File: src/rtl/flt2int_if.sv
// Host handshake and byte-wide data-memory bus for the float-to-integer converter.
// The core takes the master side; host and memory take the slave side.
interface flt2int_if #(
  parameter int unsigned ADDR_W = 8
);
  logic              start;
  logic              done;
  logic [ADDR_W-1:0] mem_addr;
  logic [7:0]        mem_rd_data;
  logic              mem_wr_en;
  logic [7:0]        mem_wr_data;

  modport master (
    input  start,
    input  mem_rd_data,
    output done,
    output mem_addr,
    output mem_wr_en,
    output mem_wr_data
  );

  modport slave (
    output start,
    output mem_rd_data,
    input  done,
    input  mem_addr,
    input  mem_wr_en,
    input  mem_wr_data
  );
endinterface

File: src/rtl/flt2int_core.sv
// Converts a 16-bit float in data memory to a 16-bit two's-complement integer,
// truncating toward zero and saturating out-of-range values.
module flt2int_core #(
  parameter int unsigned ADDR_W   = 8,
  parameter int unsigned SRC_ADDR = 0,
  parameter int unsigned DST_ADDR = 2,
  parameter int unsigned BIAS     = 15
) (
  input logic       clk,
  input logic       reset,
  flt2int_if.master bus
);

  typedef enum logic [3:0] {
    StIdle, StRdLo, StRdHi, StClass, StAlign, StNeg, StWrLo, StWrHi, StDone
  } state_e;

  state_e            state_q;
  logic              armed_q;
  logic              done_q;
  logic              wr_en_q;
  logic [ADDR_W-1:0] addr_q;
  logic [7:0]        wr_data_q;
  logic [7:0]        lo_q;
  logic [7:0]        hi_q;
  logic [15:0]       w_q;
  logic [3:0]        cnt_q;
  logic              shr_q;

  logic              sign;
  logic [4:0]        exp_f;
  logic [9:0]        man;
  logic signed [7:0] e;
  logic              is_zero;
  logic              is_norm;
  logic [3:0]        shamt;
  logic [15:0]       sat_val;
  logic [15:0]       w_neg;

  always_comb begin
    sign    = hi_q[7];
    exp_f   = hi_q[6:2];
    man     = {hi_q[1:0], lo_q};
    e       = $signed({3'b000, exp_f}) - $signed(8'(BIAS));
    is_zero = (exp_f == 5'd0) || (e < 8'sd0);
    // e=15 and exp=31 both saturate, even if BIAS would allow a larger e.
    is_norm = !is_zero && (e <= 8'sd14) && (exp_f != 5'd31);
    shamt   = (e < 8'sd10) ? 4'(8'sd10 - e) : 4'(e - 8'sd10);
    sat_val = sign ? 16'h8000 : 16'h7FFF;
    w_neg   = sign ? (~w_q + 16'd1) : w_q;
  end

  always_ff @(posedge clk or negedge reset) begin
    if (!reset) begin
      state_q   <= StIdle;
      armed_q   <= 1'b0;
      done_q    <= 1'b0;
      wr_en_q   <= 1'b0;
      addr_q    <= '0;
      wr_data_q <= '0;
      lo_q      <= '0;
      hi_q      <= '0;
      w_q       <= '0;
      cnt_q     <= '0;
      shr_q     <= 1'b0;
    end else begin
      case (state_q)
        StIdle: begin
          // Leave only on the first start=0 edge following a start=1 edge.
          if (bus.start) begin
            armed_q <= 1'b1;
          end else if (armed_q) begin
            armed_q <= 1'b0;
            addr_q  <= ADDR_W'(SRC_ADDR);
            state_q <= StRdLo;
          end
        end
        StRdLo: begin
          lo_q    <= bus.mem_rd_data;
          addr_q  <= ADDR_W'(SRC_ADDR + 1);
          state_q <= StRdHi;
        end
        StRdHi: begin
          hi_q    <= bus.mem_rd_data;
          addr_q  <= '0;
          state_q <= StClass;
        end
        StClass: begin
          if (is_norm) begin
            w_q     <= {5'b00000, 1'b1, man};
            cnt_q   <= shamt;
            shr_q   <= (e < 8'sd10);
            state_q <= (e == 8'sd10) ? StNeg : StAlign;
          end else begin
            w_q       <= is_zero ? 16'h0000 : sat_val;
            wr_en_q   <= 1'b1;
            addr_q    <= ADDR_W'(DST_ADDR);
            wr_data_q <= is_zero ? 8'h00 : sat_val[7:0];
            state_q   <= StWrLo;
          end
        end
        StAlign: begin
          w_q   <= shr_q ? (w_q >> 1) : (w_q << 1);
          cnt_q <= cnt_q - 4'd1;
          if (cnt_q == 4'd1) begin
            state_q <= StNeg;
          end
        end
        StNeg: begin
          w_q       <= w_neg;
          wr_en_q   <= 1'b1;
          addr_q    <= ADDR_W'(DST_ADDR);
          wr_data_q <= w_neg[7:0];
          state_q   <= StWrLo;
        end
        StWrLo: begin
          addr_q    <= ADDR_W'(DST_ADDR + 1);
          wr_data_q <= w_q[15:8];
          state_q   <= StWrHi;
        end
        StWrHi: begin
          wr_en_q   <= 1'b0;
          addr_q    <= '0;
          wr_data_q <= '0;
          done_q    <= 1'b1;
          state_q   <= StDone;
        end
        StDone: begin
          if (bus.start) begin
            done_q  <= 1'b0;
            armed_q <= 1'b1;
            state_q <= StIdle;
          end
        end
        default: state_q <= StIdle;
      endcase
    end
  end

  assign bus.done        = done_q;
  assign bus.mem_wr_en   = wr_en_q;
  assign bus.mem_addr    = addr_q;
  assign bus.mem_wr_data = wr_data_q;

endmodule
File: src/flat_wrapper.sv
// flat-port wrapper written by rule: the top's interface ports become plain ports
module flt2int_core_flat 
#(
  parameter int unsigned ADDR_W   = 8,
  parameter int unsigned SRC_ADDR = 0,
  parameter int unsigned DST_ADDR = 2,
  parameter int unsigned BIAS     = 15
)
  (clk, reset, bus_start, bus_mem_rd_data, bus_done, bus_mem_addr, bus_mem_wr_en, bus_mem_wr_data);
  flt2int_if #(.ADDR_W(ADDR_W)) bus_i ();
  input logic clk;
  input logic reset;
  input wire logic [$bits(bus_i.start)-1:0] bus_start;
  input wire logic [$bits(bus_i.mem_rd_data)-1:0] bus_mem_rd_data;
  output wire logic [$bits(bus_i.done)-1:0] bus_done;
  output wire logic [$bits(bus_i.mem_addr)-1:0] bus_mem_addr;
  output wire logic [$bits(bus_i.mem_wr_en)-1:0] bus_mem_wr_en;
  output wire logic [$bits(bus_i.mem_wr_data)-1:0] bus_mem_wr_data;
  assign bus_i.start = bus_start;
  assign bus_i.mem_rd_data = bus_mem_rd_data;
  assign bus_done = bus_i.done;
  assign bus_mem_addr = bus_i.mem_addr;
  assign bus_mem_wr_en = bus_i.mem_wr_en;
  assign bus_mem_wr_data = bus_i.mem_wr_data;
  flt2int_core #(.ADDR_W(ADDR_W), .SRC_ADDR(SRC_ADDR), .DST_ADDR(DST_ADDR), .BIAS(BIAS)) u_core (.clk(clk), .reset(reset), .bus(bus_i));
endmodule
File: config.mk
export PLATFORM = sky130hd
export DESIGN_NAME = flt2int_core_flat
export DESIGN_NICKNAME = d
export VERILOG_FILES = /design/src/rtl/flt2int_if.sv /design/src/rtl/flt2int_core.sv /design/src/flat_wrapper.sv
export SDC_FILE = /design/constraint.sdc
export NUM_CORES = 1
export LEC_CHECK = 0
export ABC_AREA = 1
export BUFFER_PORTS_ARGS = -buffer_cell sky130_fd_sc_hd__buf_2
export CORE_ASPECT_RATIO = 1.2
export CORE_MARGIN = 1.5
export CORE_UTILIZATION = 35
export CTS_CLUSTER_DIAMETER = 100
export DETAILED_ROUTE_END_ITERATION = 12
export SLEW_MARGIN = 20
export SYNTH_ARGS = -nofsm -noshare
export SYNTH_HDL_FRONTEND = slang
export SYNTH_SLANG_ARGS = --single-unit
File: constraint.sdc
create_clock -name clk -period 3.8 [get_ports clk]
set_input_delay 0.19 -clock clk [delete_from_list [all_inputs] [get_ports clk]]
set_output_delay 0.19 -clock clk [all_outputs]
set_load 0.05 [all_outputs]
==> impl_metrics.ini <==
[run_status]
status = finished clean

[hold_path]
hp-start = bus_mem_rd_data[0]
hold_path.class = in2reg
hold-path-endpoint = u_core.lo_q[0]
holdPathStages = 3

[route]
drt_pass1_iterations = 5
drc_errors = 0
first_iter_violations = 144
wl_per_cell_um = 14.11
drtAntennaViolNets = 0
vias = 3437
postRouteWirelength_mm = 9.536
vias_per_cell = 5.084

[power]
power.share.sequential_pct = 28.8
power.net_switching_mw = 2.036
swShare_pct = 51.11
combPwrFrac_pct = 55.7
p_total_mw = 3.984
p_leak_nw = 2.063
ir_drop_uv = 430.3
clkPwrFrac_pct = 15.5
internal_power_mw = 1.948
p_per_area_nw_per_um2 = 982.7

[placement]
pre_cts_ws_ns = 1.324
dp_cells = 667
dp_hpwl_mm = 7.220
io_buffers = 22
place_congestion = 0.9564

[clocking]
clk_pin_slew_ns = 0.08
insertion_delay_ns = 0.30
cts_tree = yes
h-tree-depth = 2
postCtsHoldBufs = 1
post_cts_buffers = 0
cts.repair.resized = 0
clock_tree.root_cell = clkbuf_16
clkSinkCount = 54
numCtsBuffers = 5
clockBufferDepth = 2

[die]
die_height_um = 115.0
die_area_sq_um = 11070
coreArea_sq_um = 10110
start_util_pct = 36.16
io_pins = 29
row_count = 40
die_w_um = 96.30

[setup_path]
r2r_cells = 9
critical_path_class = reg2reg
crit_fanout = 11
rr_startpoint = u_core.hi_q[2]
cp-start-kind = register
reg2reg_to = u_core.w_q[9]
end_kind = register
crit_required_ns = 4.03
ff2ff_setup_slack_ns = 1.32
critPathArrivalTime_ns = 2.71

[global_route]
antenna_found_initial = 0
grt_pass1_wl_mm = 15.86
grt_max_degree = 29
track_usage_pct = 18.45
grt_pass1_vias = 3247
grt-ovfl-total = 0

[logic_synthesis]
synth_flop_cell = dfrtp_1
syn_inst = 529
synth.avg_cell_area_sq_um = 6.911
synth_area_sq_um = 3656
yosysUniqueCellTypes = 37
synth_edf_count = 0
synth.ff_latch_count = 54
synthArstFlopShare_pct = 100.0
seq_area_frac_synth_pct = 36.96
synth-warning-count = 0

[timing]
clock_skew_ns = 0.007434
tightest_slew_ns = 0.7885
slew_headroom_pct = 47.08
finalCritPeriodShare_pct = 65.22
finalHoldViolations = 0
finalCriticalPeriod_ns = 2.478
rsz0062_at_grt = false
setup_violations = 0
setup_slack_ns = 1.322
tns_ns = 0
fmax_ghz = 0.4035
slew_viol_final = 0

[finish]
insertedDiodeCount = 0
drive_gt1_share_pct = 10.36
area_growth_pct = 10.88
final_net_count = 572
final_cells = 676
fillers = 1146

[run]
maxCapViolations = 0
[layout by cell type, fill, tap and decap left out, drive strengths merged, types with 2 or more instances in the layout]
cell and instances:
a21oi 26, a22oi 3, buf 23, bufinv 2, clkbuf 6, conb 6
dfrtp 54, ha 12, inv 72, nand2 139, nand3 50, nand3b 2
nand4 5, nor2 78, nor3 5, o211ai 6, o21ai 44, o22ai 4
or2 2, xnor2 3, xor2 2
[per-stage QoR]
stage / cell area [sq um] / utilization (%) / hold WS [ns]
after CTS: 4054 / 40.10 / 0.1583
after global placement: 3845 / 38.03 / 0.2582
after global routing: 4054 / 40.10 / 0.1754
final: 4054 / 40.10 / 0.1525
after detailed placement: 3845 / 38.03 / 0.2538
after floorplan: 3675 / - / -0.1056
[synth_stat cells (5+ instances only)]
cell type,number,area share (%)
nand2_1,129,13
nor2_1,71,7.3
inv_1,68,7.0
dfrtp_1,54,37
nand3_1,49,6.7
o21ai_0,40,5.5
a21oi_1,26,3.6
ha_1,12,4.1
nand2_2,8,1.4
buf_4,7,1.4
o211ai_1,6,1.2
nor2_4,5,1.5
nor3_1,5,0.68
[critical path, stage by stage, from the launching register on]
cell	delay (ns)
dfrtp_1	0.55
inv_1	0.14
ha_1	0.38
inv_1	0.16
nor2_1	0.07
nand2_2	0.08
nor2_4	0.04
o21ai_1	0.63
nand3_1	0.16
a21oi_1	0.19
[metal layers]
layer  global-route usage, %  up-vias  share of wire, %
met2                   31.27       66                49
li1                        -     1726                 -
met3                   2.712       16               2.9
met5                       0        -                 0
met4                   6.763        0               2.6
met1                   23.65     1629                45
[power by group through the flow]
stage                     Sequential [mW]  Clock, mW  Combinational (mW)
final                                1.15      0.618                2.22
after global routing                 1.19      0.652                2.51
after CTS                            1.15      0.631                2.23
after detailed placement             1.15          0                2.22
after global placement               1.15          0                2.18
after floorplan                      1.22          0                1.65
[final cells by class]
type	instances	area (sq um)	area share (%)
inverters	73	274.0	6.759
repair buffers	24	127.6	3.148
multi-input cells	391	1944	47.96
flip-flops and latches	54	1351	33.33
well taps	126	157.7	3.889
clock buffers	6	138.9	3.426
clock inverters	2	60.06	1.481
[cell families (layout without fill, tap and decap cells)]
kind of cell	Yosys count	count (layout)	share of synthesized area (%)
fa+ha+maj	12	12	4.107
simple gates	283	283	34.67
other cells	1	6	0.1026
compound gates	85	85	12.59
buf+inv	89	105	10.37
flops	54	54	36.96
xor+xnor	5	5	1.198
[how the worst max path moves through the flow]
stage                         startpoint                        end  slack, ns  depth (start not counted)
after floorplan           u_core.hi_q[2]  u_core.bus.mem_wr_data[3]       1.87                         13
after global placement    u_core.hi_q[2]              u_core.w_q[5]       1.43                          9
after detailed placement  u_core.hi_q[2]              u_core.w_q[9]       1.32                          9
after CTS                 u_core.hi_q[2]              u_core.w_q[9]       1.30                          9
after global routing      u_core.hi_q[2]              u_core.w_q[8]       1.09                          9
final                     u_core.hi_q[2]              u_core.w_q[9]       1.32                          9
[registers in the layout, summed over array words and instances (netlist names)]
signal,cells
u_core.state_q,4
u_core.bus.mem_wr_en,1
u_core.lo_q,8
u_core.w_q,16
u_core.bus.done,1
u_core.shr_q,1
u_core.bus.mem_wr_data,8
u_core.armed_q,1
u_core.hi_q,8
u_core.bus.mem_addr,2
u_core.cnt_q,4
No activity file was read; power rests on OpenSTA's default activity.
